**src/rtl/pid_seq_pkg.sv**
```systemverilog
// Shared types, widths and default tuning values for the PID move sequencer.
package pid_seq_pkg;

  localparam int FRWRD_W = 10;
  localparam int ERR_W   = 12;
  localparam int CNT_W   = 6;

  localparam logic [FRWRD_W-1:0] FRWRD_INC_DEF      = 10'd6;
  localparam logic [FRWRD_W-1:0] MAX_FRWRD_DEF      = 10'h2A0;
  localparam logic [ERR_W-1:0]   ERR_THRESH_DEF     = 12'd44;
  localparam int                 PULSES_PER_SQR_DEF = 2;

  typedef enum logic [2:0] {
    IDLE  = 3'd0,
    TURN  = 3'd1,
    RAMP  = 3'd2,
    DECEL = 3'd3,
    DONE  = 3'd4
  } seq_state_t;

  // Magnitude of a signed heading error, one bit wider so -2048 becomes +2048
  // and can never look like a small error.
  function automatic logic [ERR_W:0] err_abs(input logic [ERR_W-1:0] e);
    logic [ERR_W:0] ext;
    ext = {e[ERR_W-1], e};
    return e[ERR_W-1] ? (~ext + 1'b1) : ext;
  endfunction

endpackage

```
**src/rtl/rise_det.sv**
```systemverilog
// Registered rising-edge detector: pulses for one cycle when din goes 0->1.
module rise_det (
  input  logic clk,
  input  logic rst_n,
  input  logic din,
  output logic rise
);

  logic prev_q;

  // Remember the previous sample of din.
  always_ff @(posedge clk) begin
    if (!rst_n) prev_q <= 1'b0;
    else        prev_q <= din;
  end

  assign rise = din & ~prev_q;

endmodule

```
**src/rtl/pid_move_seq.sv**
```systemverilog
// Move sequencer ahead of the PID: turn to heading, ramp speed up, count
// centre-line squares, ramp down, then report done.
//
// Handshake: a move transfers on a cycle where mv_vld & mv_rdy are both high.
// mv_rdy is high only in IDLE; mv_vld in any other state is ignored and not
// queued, so the requester must hold mv_vld until it sees mv_rdy.
module pid_move_seq
  import pid_seq_pkg::*;
#(
  parameter logic [FRWRD_W-1:0] FRWRD_INC      = FRWRD_INC_DEF,
  parameter logic [FRWRD_W-1:0] MAX_FRWRD      = MAX_FRWRD_DEF,
  parameter logic [ERR_W-1:0]   ERR_THRESH     = ERR_THRESH_DEF,
  parameter int                 PULSES_PER_SQR = PULSES_PER_SQR_DEF
) (
  input  logic               clk,
  input  logic               rst_n,
  input  logic               mv_vld,
  output logic               mv_rdy,
  input  logic [ERR_W-1:0]   mv_hdg,
  input  logic [3:0]         mv_sqrs,
  input  logic [ERR_W-1:0]   heading,
  input  logic               heading_rdy,
  input  logic               cntrIR,
  output logic               moving,
  output logic               err_vld,
  output logic [ERR_W-1:0]   error,
  output logic [FRWRD_W-1:0] frwrd,
  output logic               mv_done,
  output seq_state_t         dbg_state
);

  seq_state_t         state_q, state_d;
  logic [ERR_W-1:0]   hdg_q;
  logic [3:0]         sqrs_q;
  logic [FRWRD_W-1:0] frwrd_q, frwrd_d;
  logic [CNT_W-1:0]   cnt_q, cnt_d;
  logic               ir_rise;
  logic               accept;

  logic [ERR_W:0]     err_mag;
  logic               on_heading;
  logic [CNT_W-1:0]   cnt_target;
  logic [CNT_W-1:0]   cnt_inc;
  logic [FRWRD_W:0]   frwrd_sum;
  logic [FRWRD_W-1:0] frwrd_up;
  logic [FRWRD_W-1:0] frwrd_dn;
  logic [FRWRD_W-1:0] dec_step;

  rise_det u_ir_rise (
    .clk   (clk),
    .rst_n (rst_n),
    .din   (cntrIR),
    .rise  (ir_rise)
  );

  assign error      = heading - hdg_q;
  assign err_mag    = err_abs(error);
  assign on_heading = err_mag < {1'b0, ERR_THRESH};

  assign cnt_target = CNT_W'(PULSES_PER_SQR) * {2'b00, sqrs_q};
  assign cnt_inc    = cnt_q + {{(CNT_W-1){1'b0}}, ir_rise};

  // Saturating speed steps: ceiling on the way up, floor of 0 on the way down.
  assign frwrd_sum = {1'b0, frwrd_q} + {1'b0, FRWRD_INC};
  assign frwrd_up  = (frwrd_sum > {1'b0, MAX_FRWRD}) ? MAX_FRWRD : frwrd_sum[FRWRD_W-1:0];
  assign dec_step  = {FRWRD_INC[FRWRD_W-2:0], 1'b0};
  assign frwrd_dn  = (frwrd_q > dec_step) ? (frwrd_q - dec_step) : '0;

  assign accept = (state_q == IDLE) & mv_vld;

  // Next-state, speed and pulse-count logic.
  always_comb begin
    state_d = state_q;
    frwrd_d = frwrd_q;
    cnt_d   = cnt_q;
    case (state_q)
      IDLE: begin
        frwrd_d = '0;
        if (mv_vld) begin
          state_d = TURN;
          cnt_d   = '0;
        end
      end
      TURN: begin
        if (heading_rdy && on_heading)
          state_d = (sqrs_q != 4'd0) ? RAMP : DONE;
      end
      RAMP: begin
        cnt_d = cnt_inc;
        // Reaching the square count wins over a speed step in the same cycle.
        if (cnt_inc == cnt_target) state_d = DECEL;
        else if (heading_rdy)      frwrd_d = frwrd_up;
      end
      DECEL: begin
        if (heading_rdy) begin
          if (frwrd_q == '0) state_d = DONE;
          else               frwrd_d = frwrd_dn;
        end
      end
      DONE:    state_d = IDLE;
      default: state_d = IDLE;
    endcase
  end

  // State, speed, pulse count and latched move registers.
  always_ff @(posedge clk) begin
    if (!rst_n) begin
      state_q <= IDLE;
      frwrd_q <= '0;
      cnt_q   <= '0;
      hdg_q   <= '0;
      sqrs_q  <= '0;
    end else begin
      state_q <= state_d;
      frwrd_q <= frwrd_d;
      cnt_q   <= cnt_d;
      if (accept) begin
        hdg_q  <= mv_hdg;
        sqrs_q <= mv_sqrs;
      end
    end
  end

  assign mv_rdy    = (state_q == IDLE);
  assign moving    = (state_q != IDLE);
  assign err_vld   = heading_rdy & moving;
  assign mv_done   = (state_q == DONE);
  assign frwrd     = frwrd_q;
  assign dbg_state = state_q;

endmodule

```
**config.mk**
```make
export PLATFORM = sky130hd
export DESIGN_NAME = pid_move_seq
export DESIGN_NICKNAME = d
export VERILOG_FILES = /design/src/rtl/pid_seq_pkg.sv /design/src/rtl/rise_det.sv /design/src/rtl/pid_move_seq.sv
export SDC_FILE = /design/constraint.sdc
export NUM_CORES = 1
export LEC_CHECK = 0
export CORE_MARGIN = 1
export CORE_UTILIZATION = 55
export CTS_CLUSTER_SIZE = 20
export DETAILED_ROUTE_END_ITERATION = 10
export PLACE_DENSITY_LB_ADDON = 0.3
export SYNTH_ARGS = -nofsm -noshare
export SYNTH_HDL_FRONTEND = slang
export SYNTH_SLANG_ARGS = --single-unit
```
**constraint.sdc**
```tcl
create_clock -name clk -period 7.55 [get_ports clk]
set_clock_uncertainty 0.2 [all_clocks]
set_input_delay 1.1325 -clock clk [delete_from_list [all_inputs] [get_ports clk]]
set_output_delay 1.1325 -clock clk [all_outputs]
set_load 0.005 [all_outputs]
```
==> flow_summary.json <==
{
  "max_slew.worst_pin.slew_ns": 0.876,
  "drtAntennaViolNets": 0,
  "ys_seq_area_share_pct": 21.8,
  "fin_crit_sh_pct": 68.8,
  "avgViaCountPerCell": 6.10,
  "initial_core_util_pct": 57.6,
  "critPathKind": "primary input to output port",
  "wire_per_inst_um": 15.3,
  "syn_nets": 472,
  "netlist_top_cells_count": "nand2_1, dfxtp_1, inv_1",
  "synth_warnings": 0,
  "multi_input_area_um2": 2230,
  "grt_max_degree": 31,
  "antenna_found_initial": 0,
  "filler_cell_count": 494,
  "clk_latency_ns": 0.29,
  "ys_seq_elements": 35,
  "hp-class": "flip-flop to flip-flop",
  "worst_ir_drop_vdd_mv": 0.103,
  "ys_async_sr_fraction_pct": 0,
  "worst-path-buf-inv": 4,
  "dp_hpwl_um": 6220,
  "diodes": 0,
  "track_usage_pct": 27.3,
  "arrival_ns": 3.86,
  "synth_area_leader_cell": "dfxtp_1",
  "synth_cell_types": 80,
  "grt_pass1_wl_um": 13600,
  "drive_above_1_share_pct": 5.17,
  "clk_pin_slew_worst_paths_ns": 0.07,
  "holdBufCountCts": 0,
  "cp-start-kind": "primary input",
  "syn_inst": 420,
  "setup-violations-final": 0,
  "grt_pass1_vias": 2988,
  "synth_edf_count": 0,
  "ios": 62,
  "syn-cell-area_um2": 3210,
  "wl_um": 8180,
  "cts_buffers": 5,
  "status": "finished clean",
  "p_per_area_nw_per_um2": 141,
  "fin_setup_tns_ns": 0,
  "rows": 27,
  "cts-root-buf": "clkbuf_8",
  "area_growth_pct": 19.3,
  "ff_latch_area_um2": 701,
  "post_cts_buffers": 0,
  "fp.dieW_um": 78.4,
  "cp_top_family": "buffers and inverters",
  "cts_buffer_depth": 2,
  "synthTopCellsByArea": "dfxtp_1, nand2_1, ha_1",
  "post_cts_resized": 0,
  "drv_cap": 0,
  "p_leak_nw": 1.44,
  "drtIter0Drc": 322,
  "slew_viol_final": 0,
  "period_minus_slack_ns": 5.19,
  "final_core_util_pct": 68.6,
  "setup.worst_path.end_class": "output port",
  "syn_avg_cell_area_um2": 7.64,
  "yosysMostFrequentCell": "nand2_1",
  "timing_hold_violations_final": 0,
  "cts_num_sinks": 35,
  "gr-total-overflow": 0,
  "place_ws_ns": 2.39,
  "drt_pass1_iterations": 5,
  "io_buffers": 60,
  "gp_congestion": 0.880,
  "drc": 0,
  "rsz0062_at_grt": "no",
  "cts_tree": "yes",
  "layout_setup_ws_ns": 2.36,
  "required_ns": 6.22,
  "max_stage_delay_ns": 0.45,
  "path_max_fanout": 6,
  "slowest_stage": "clkdlybuf4s50_1",
  "finalNetCount": 516,
  "slew_headroom_pct": 41.4,
  "core_area_um2": 5570,
  "die_area_um2": 6140,
  "htreeDepth": 2,
  "vias": 3267,
  "synth_top_area_share_pct": 21.8,
  "fmax_mhz": 193,
  "synthFlopType": "dfxtp_1",
  "crit_chain": "clkdlybuf4s50_1, inv_1, ha_1, fa_1, nand2b_1, a21oi_1, o211ai_1, a21boi_0, nand2b_1, inv_1, clkdlybuf4s50_1",
  "fp.dieH_um": 78.4
}
-- path summary, 6_finish.rpt --
| kind | from | end | slack (ns) | cells past startpoint |
|---|---|---|---|---|
| max | heading[0] | error[10] | 2.36 | 11 |
| min | hdg_q[3] | hdg_q[3] | 0.25 | 2 |
| max reg2reg | frwrd[3] | frwrd[1] | 4.19 | 8 |
| min reg2reg | hdg_q[3] | hdg_q[3] | 0.25 | 2 |
-- stage by stage --
step                cells  hold slack [ns]  cell area, um^2  power (W)
CTS                   536            0.255             3830   0.000543
floorplan             420            0.235             3210   0.000313
global placement      529            0.244             3720   0.000376
detailed placement    529            0.245             3720   0.000381
global route          536            0.286             3830   0.000569
finish                536            0.252             3830   0.000540
-- per-layer routing --
metal  global-route usage, %  wire (um)  vias to the layer above
met4                    7.78         91                        0
met1                    37.0       3780                     1510
met3                    4.19        517                       11
met5                       0          0                        -
met2                    44.8       3790                      128
li1                        -          -                     1618
-- power by group --
group | total [W] | switching (W) | internal (W)
sequential | 0.000199 | 0.00000769 | 0.000192
combinational | 0.000180 | 0.0000916 | 0.0000884
clock | 0.000161 | 0.0000641 | 0.0000967
-- cells in the final DEF (no fill, tap or decap), types with 4 or more instances in the layout --
cell             count
ha_1                18
nor4_1               5
o21ai_0             14
dfxtp_1             35
nor3b_1              4
a21oi_1             21
nand3_1             18
inv_1               26
nand3b_1             4
a21o_1               6
o22ai_1              4
nand4_1              5
clkdlybuf4s50_1     60
nand2b_1             5
nand2_1             68
nor2b_1             11
o31ai_1              4
a21boi_1            19
o41ai_1              4
nor2_1              15
a21boi_0             4
xor2_1               5
a31oi_1              5
clkbuf_8             5
and2_1               5
xnor2_1              6
o211ai_1             4
a22o_1               4
o21ai_1              4
nor3_1              13
-- cell type report --
| cell class | instances | share of cell area [%] |
|---|---|---|
| Multi-Input combinational cell | 336 | 58.4 |
| Sequential cell | 35 | 18.3 |
| Timing Repair Buffer | 60 | 15.7 |
| Inverter | 26 | 2.55 |
| Tap cell | 72 | 2.35 |
| Clock buffer | 6 | 1.90 |
| Clock inverter | 1 | 0.785 |
-- worst register-to-register path: cells and delay by family (launching register included) --
family / cells / cell delay, ns
mux: 1 / 0.32
flops: 1 / 0.68
compound gates: 3 / 0.53
simple gates: 3 / 1.07
fa+ha+maj: 1 / 0.49
-- cell families (layout without fill, tap and decap cells) --
logic type	count (synthesis)	after routing	share of synthesized area (%)
and+or+nand+nor	176	176	28.6
other	1	1	0.117
AOI/OAI and AO/OA	128	128	30.0
adders and majority gates	19	19	7.64
buffers and inverters	49	93	8.50
DFF	35	35	21.8
xor gates and xnor gates	11	11	3.00
muxes	1	1	0.312
-- registers in the layout, indices dropped and copies added (netlist names) --
signal,count
hdg_q,12
dbg_state,3
sqrs_q,4
cnt_q,6
u_ir_rise.prev_q,1
frwrd,9
Note: power is estimated with default switching activity, not from simulation.
